===== config.mk =====
export PLATFORM = sky130hd
export DESIGN_NAME = l2_line_adaptor
export DESIGN_NICKNAME = d
export VERILOG_FILES = /design/src/rtl/l2_adaptor_pkg.sv /design/src/rtl/l2_line_adaptor.sv
export SDC_FILE = /design/constraint.sdc
export NUM_CORES = 1
export LEC_CHECK = 0
export ABC_CLOCK_PERIOD_IN_PS = 1500
export CAP_MARGIN = 30
export CORE_AREA = 4 4 277 279
export DETAILED_ROUTE_END_ITERATION = 8
export DIE_AREA = 0 0 281 283
export PLACE_DENSITY = 0.61
export SYNTH_ARGS = -nofsm -noshare
export SYNTH_HDL_FRONTEND = slang
export SYNTH_SLANG_ARGS = --single-unit

===== constraint.sdc =====
create_clock -name clk -period 1.5 [get_ports clk]
set_input_delay 0.15 -clock clk [delete_from_list [all_inputs] [get_ports clk]]
set_output_delay 0.15 -clock clk [all_outputs]
set_load 0.01 [all_outputs]

===== src/rtl/l2_adaptor_pkg.sv =====
// Shared types and derived sizes for the L2 line-to-burst adaptor.
// The module parameters default to the DEF_* values so BEATS/OFS_W stay consistent.
package l2_adaptor_pkg;

    localparam int DEF_LINE_W = 256;
    localparam int DEF_BEAT_W = 64;
    localparam int DEF_ADDR_W = 32;

    localparam int BEATS = DEF_LINE_W / DEF_BEAT_W;
    localparam int OFS_W = $clog2(DEF_LINE_W / 8);
    localparam int CNT_W = $clog2(BEATS);

    typedef enum logic [1:0] {
        IDLE     = 2'd0,
        RD_BURST = 2'd1,
        WR_BURST = 2'd2,
        DONE     = 2'd3
    } state_e;

endpackage


===== src/rtl/l2_line_adaptor.sv =====
// Converts single-shot 256-bit L2 line requests into 4-beat 64-bit memory bursts
// and returns a one-cycle line-level response.
module l2_line_adaptor
    import l2_adaptor_pkg::*;
#(
    parameter int LINE_W = DEF_LINE_W,
    parameter int BEAT_W = DEF_BEAT_W,
    parameter int ADDR_W = DEF_ADDR_W
) (
    input  logic              clk,
    input  logic              rst,
    input  logic [LINE_W-1:0] line_i,
    output logic [LINE_W-1:0] line_o,
    input  logic [ADDR_W-1:0] address_i,
    input  logic              read_i,
    input  logic              write_i,
    output logic              resp_o,
    input  logic [BEAT_W-1:0] burst_i,
    output logic [BEAT_W-1:0] burst_o,
    output logic [ADDR_W-1:0] address_o,
    output logic              read_o,
    output logic              write_o,
    input  logic              resp_i
);

    // Handshake: read_o/write_o stay high for the whole burst; every cycle with
    // resp_i=1 transfers exactly one beat, cycles with resp_i=0 change nothing.

    state_e            state_q;
    logic [CNT_W-1:0]  beat_q;
    logic [CNT_W-1:0]  beat_d;
    logic [ADDR_W-1:0] addr_q;
    logic [LINE_W-1:0] wbuf_q;
    logic [LINE_W-1:0] line_q;
    logic              read_q;
    logic              write_q;
    logic              resp_q;
    logic              last_beat;

    assign beat_d    = beat_q + 1'b1;
    assign last_beat = (beat_q == CNT_W'(BEATS - 1));

    always_ff @(posedge clk) begin
        if (rst) begin
            state_q <= IDLE;
            beat_q  <= '0;
            addr_q  <= '0;
            wbuf_q  <= '0;
            line_q  <= '0;
            read_q  <= 1'b0;
            write_q <= 1'b0;
            resp_q  <= 1'b0;
        end else begin
            case (state_q)
                IDLE: begin
                    if (read_i || write_i) begin
                        addr_q <= {address_i[ADDR_W-1:OFS_W], {OFS_W{1'b0}}};
                        beat_q <= '0;
                    end
                    // A simultaneous read/write is illegal; the write-back takes priority.
                    if (write_i) begin
                        wbuf_q  <= line_i;
                        write_q <= 1'b1;
                        state_q <= WR_BURST;
                    end else if (read_i) begin
                        read_q  <= 1'b1;
                        state_q <= RD_BURST;
                    end
                end
                RD_BURST: begin
                    if (resp_i) begin
                        for (int b = 0; b < BEATS; b++) begin
                            if (beat_q == CNT_W'(b)) begin
                                line_q[b*BEAT_W +: BEAT_W] <= burst_i;
                            end
                        end
                        beat_q <= beat_d;
                        if (last_beat) begin
                            read_q  <= 1'b0;
                            resp_q  <= 1'b1;
                            state_q <= DONE;
                        end
                    end
                end
                WR_BURST: begin
                    if (resp_i) begin
                        beat_q <= beat_d;
                        if (last_beat) begin
                            write_q <= 1'b0;
                            resp_q  <= 1'b1;
                            state_q <= DONE;
                        end
                    end
                end
                DONE: begin
                    resp_q  <= 1'b0;
                    state_q <= IDLE;
                end
                default: begin
                    read_q  <= 1'b0;
                    write_q <= 1'b0;
                    resp_q  <= 1'b0;
                    state_q <= IDLE;
                end
            endcase
        end
    end

    always_comb begin
        burst_o = '0;
        for (int b = 0; b < BEATS; b++) begin
            if (write_q && beat_q == CNT_W'(b)) begin
                burst_o = wbuf_q[b*BEAT_W +: BEAT_W];
            end
        end
    end

    assign line_o    = line_q;
    assign address_o = addr_q;
    assign read_o    = read_q;
    assign write_o   = write_q;
    assign resp_o    = resp_q;

    a_no_dual_req: assert property (@(posedge clk) disable iff (rst)
        (state_q == IDLE) |-> !(read_i && write_i))
        else $error("l2_line_adaptor: read_i and write_i asserted together");

endmodule


Word-level counts from Yosys, hierarchy flattened:

Index checks and enable logic that the tools add are counted.

* bits in registers: 546
* word-level logic and storage cells: 74
* output and inout port bits: 355

* reductions and logical operators: 23
* multiplexer cells: 22
* $add $sub $neg: 1
* equal/unequal tests: 17

Operators by type and width (count)
* 64-bit two-way mux: 4
* 3-bit AND reduction: 7
* 2-bit inequality test, second input constant: 8
* 2-bit two-way mux: 6
* 2-bit equality test, second input constant: 4
* 2-bit nonzero test: 4
* 1-bit two-way mux: 7
* 1-bit case mux with 2 select lines: 3
* 2-bit case mux with 3 select lines: 1
* 5-bit AND reduction: 1
* 2-bit by 1-bit equality test with 1-bit output, second input constant: 2
* 1-bit logical AND: 4
* 2-bit logical NOT: 2
* 2-bit by 1-bit inequality test with 1-bit output, second input constant: 2
* 2-bit case mux with 2 select lines: 1
* 2-bit AND reduction: 2
* 4-bit AND reduction: 1
* 3-bit inequality test, second input constant: 1
* 2-bit by 1-bit adder with 2-bit output, second input constant: 1
* 2-bit OR reduction: 1
* 1-bit logical OR: 1

Longest topological paths before layout:

* word-level depth: 6
* mapped depth: 9
* depth with buffers taken out: 5

Least setup slack after synthesis:

Ideal clock, no wire load.

* path kind: register -> output
* start: register beat_q[0]
* end: output port burst_o[53]
* setup slack: -0.210 ns
* data required time: 1.350 ns
* stages on the path, launching flop included: 7
* arrival: 1.560 ns
* cells stage by stage: dfxtp_1 > inv_1 > ha_1 > buf_2 > clkbuf_1 > a221o_1 > a21boi_1

* longest elaborated chain between the ends: 6
* elaborated cells between the ends (all ways): 12
* those cells by class: 3 x eq/ne; 4 x mux; 5 x reduce/logical

RTL lines
* start: declaration: line l2_line_adaptor.sv:30 `logic [CNT_W-1:0] beat_q;`
* start signal: assignment: line l2_line_adaptor.sv:77 `beat_q <= beat_d;`
* start signal: assignment: line l2_line_adaptor.sv:87 `beat_q <= beat_d;`
* 2-bit logical NOT: line l2_line_adaptor.sv:112 `if (write_q && beat_q == CNT_W'(b)) begin`
* 1-bit logical AND: line l2_line_adaptor.sv:112
* 64-bit two-way mux (3 in series): line l2_line_adaptor.sv:112
* 64-bit two-way mux (*): line l2_line_adaptor.sv:112
* end: declaration: line l2_line_adaptor.sv:19 `output logic [BEAT_W-1:0] burst_o,`

Mark *: on every way between the ends. The rest lies on a longest branch, timed or not.

Final worst setup path:

* start: register beat_q[1]
* end: output port burst_o[17]

Same word-level chain as after synthesis.

==> impl_results.md <==
* Clock skew at 0.0197 ns
* Req. time, crit path at 1.35 ns
* Longest Clk Path Bufs at 3
* Net Sw Frac at around 33%
* Later-pin clock latency in the skew report at ~0.64 ns
* Hold Fails Final Rpt at 0
* Rel. slew slack at between 60% and 70%
* Sequential-to-total area share from yosys stat at 50.3%
* Final period utilization at 172%
* Worst setup path end: burst_o[17]
* Top delay family on crit path: buffers and inverters
* Placer Congestion at 0.858
* Post-layout util at approximately half
* PnR worst setup slack at -1.07 ns
* Share of cells above drive strength 1 at 18.9%
* Number of top-level pins at 712
* CP Depth at 8
* Core region area at 0.0742 sq mm
* Post-layout instance area at around 0.036 sq mm
* Final Slew Violations at 0
* Worst r2r src: beat_q[1]
* Hold Crit Class: primary input to flop
* Gr busiest metal: met2
* I/O Buffers at about 700
* Grt met3 use at 4.86%
* Ys flop type: dfxtp_1
* Post-DP Area at roughly 0.031 sq mm
* Fmax at approximately 390 MHz
* CTS root buf: clkbuf_16
* Post-synth EDFFs at 0
* Most common cell after layout, fill and taps aside: nand2_1
* Via/cell ratio at 4.94
* R2R setup slack at -0.50 ns
* Most frequent cells in the layout: 1084 x nand2_1, 537 x dfxtp_1, 521 x a21oi_1
* DRC viols at 0
* M2 GR Usage at a little under two fifths
* Row Count at 100
* LEAKAGE at ~15 nW
* Initial antenna violation count at 14
* Final setup fails at about 570
* Yosys warns at 0
* Maxcap violations at 0
* Critical Path Fanout Max at 16
* Crit-path cells: inv_4 > ha_4 > buf_4 > buf_12 > nand3b_1 > a221o_1 > a21boi_2 > buf_2
* Post-Syn Instances at roughly 2.9k
* Die area at 0.0795 sq mm
* Crit path launch type: flop
* VDD IR-drop max at about 0.94 mV
* Area leader, netlist: dfxtp_1
* WL/cell at between 20 and 25 um
* Worst Reg-to-Reg Cells at 10
* CP arrival at approximately 2.4 ns
* Die height at 283 um
* Final min period at ~2.6 ns
* Buf/Inv on CP at 4
* CTS sink cnt at 546
* Die X at 281 um
* Starting DRT DRC Count at between 1.5k and 2k
* RR Endpoint: line_o[98]
* Yosys reg bits at 546
* Total GRT Usage at between 20% and 30%
* First-pass GRT wire length at about 130000 um
* Antenna viol nets, final at 0
* Top-area cell type share of the netlist area at 50.3%
* Cell area after synthesis at 0.0217 sq mm
* Worst Tran Pin Value at roughly 0.53 ns
* WHS Path Cells at 3
* Max stage delay on crit path at 0.37 ns
* CTS tree: yes
* Async set-reset flop share out of synthesis at 0%
* Vias at 23.1k
* GRT met1 Usage at 27.3%
* H-tree depth at 2
* Filler Cell Count at around 7.1k
* Crit path kind: flop to output pin
* NetSw at about 17 mW
* Status: complete, but fails checks
* Slowest cell on crit path: dfxtp_4
* Setup crit start: beat_q[1]
* Top cells by area, synth: dfxtp_1 50%, nand2_1 20%, a21oi_1 14%, a221o_1 3.0%, nand3b_1 2.2%
* Drt pass-1 iters at 6
* Yosys cell types at 38
* Cell internal pwr at about 35 mW
* Vias in the first global route at 21.3k
* Avg Inst Size Synth at ~7.6 sq um
* Worst setup EP type: output pin
* Total grt overflow at 0
* TritonCTS buffer count at 61
* Area growth syn-to-layout at 65.1%
* Overall Power at 51.8 mW
* Comb power frac at between 30% and 40%
* Initial Utilization at around 29%
* Sequential Power Share at between 30 and 40%
* Pin count of the biggest net entering global routing at between 100 and 150
* Routed WL at approximately 100000 um
* PD cells at approximately 1400 mW/mm^2
* HPWL after DPL at 65800 um
* Failing checks: setup timing
* Clk slew on worst S/H paths at roughly 0.060 ns
* RSZ-0062 raised after global routing: true
* # nets final at 4020
* Clock Power Share at about 31%
cells by family after synthesis:
kind of cell / Yosys count / synth area share, %
AOI/OAI and AO/OA: 750 / 19.7
adders and majority gates: 10 / 0.576
buffers and inverters: 311 / 6.60
DFF: 546 / 50.3
muxes: 2 / 0.0922
other: 1 / 0.0173
and+or+nand+nor: 1230 / 22.7
through the flow:
stage | setup TNS, ns | cells | worst slack, ns | hold slack, ns
after floorplan | -3.77 | 2854 | -0.0930 | 0.283
after global routing | -214.59 | 4681 | -1.15 | 0.0449
after CTS | -179.73 | 4622 | -1.14 | 0.0135
after detailed placement | -146.00 | 4478 | -0.792 | 0.445
final | -167.87 | 4681 | -1.07 | 0.0649
after global placement | -141.09 | 4478 | -0.776 | 0.438
worst min path at each step:
stage | startpoint | end
2_1_floorplan | line_i[181] | wbuf_q[181]
3_3_place_gp | line_o[190] | line_o[190]
3_5_place_dp | line_o[102] | line_o[102]
4_1_cts | line_i[76] | wbuf_q[76]
5_1_grt | line_i[10] | wbuf_q[10]
6_report | line_i[76] | wbuf_q[76]
cells in the mapped netlist (2+ instances only):
cell type,number
nand2_1,1146
a21oi_1,609
dfxtp_1,546
clkbuf_1,123
buf_2,77
inv_1,70
a221o_1,64
nand3b_1,64
a21boi_1,60
buf_4,36
ha_1,10
a21boi_0,4
and3_1,4
buf_6,3
nand2b_1,3
nand3_2,3
o21ai_0,3
mux2i_1,2
nand3_1,2
o31ai_1,2
or4_1,2
worst min-delay path, cell delays in order:
cell and delay (ns):
clkdlybuf4s50_1 0.39, nand2_1 0.05, a21oi_1 0.05
final cells by class:
cell class | count | area (sq um) | area share (%)
flip-flops and latches | 546 | 10900 | 30.6
repair buffers | 977 | 10800 | 30.1
multi-input cells | 1997 | 10400 | 29.1
clock buffers | 91 | 1830 | 5.10
well taps | 969 | 1210 | 3.38
clock inverters | 23 | 323 | 0.901
inverters | 70 | 268 | 0.747
diodes | 8 | 20.0 | 0.0559
power groups by stage:
| stage | clock [mW] | sequential (mW) | combinational (mW) |
|---|---|---|---|
| after floorplan | 0 | 17.5 | 8.71 |
| after global placement | 0 | 17.6 | 15.8 |
| after detailed placement | 0 | 17.6 | 16.0 |
| after CTS | 16.2 | 17.3 | 17.2 |
| after global routing | 16.8 | 17.5 | 19.8 |
| final | 15.9 | 17.4 | 18.5 |
metal layers:
metal | routed length (um) | part of all wire [%]
met5 | 31 | 0.031
met4 | 3320 | 3.4
met3 | 7970 | 8.1
met2 | 46900 | 48
met1 | 40300 | 41
timing repair:
item,CTS,global route
pin swaps,18,94
cloned,9,26
gates resized for setup,370,381
hold buffers,1,0
endpoints found under the setup margin,696,846
hold endpoints to repair,15,0
setup buffers,20,28
state kept, by name, indices dropped and copies added (netlist names):
name,cells
resp_o,1
address_o,27
line_o,256
beat_q,2
state_q,2
write_o,1
read_o,1
wbuf_q,256
Power figures use the tool's default switching activity.
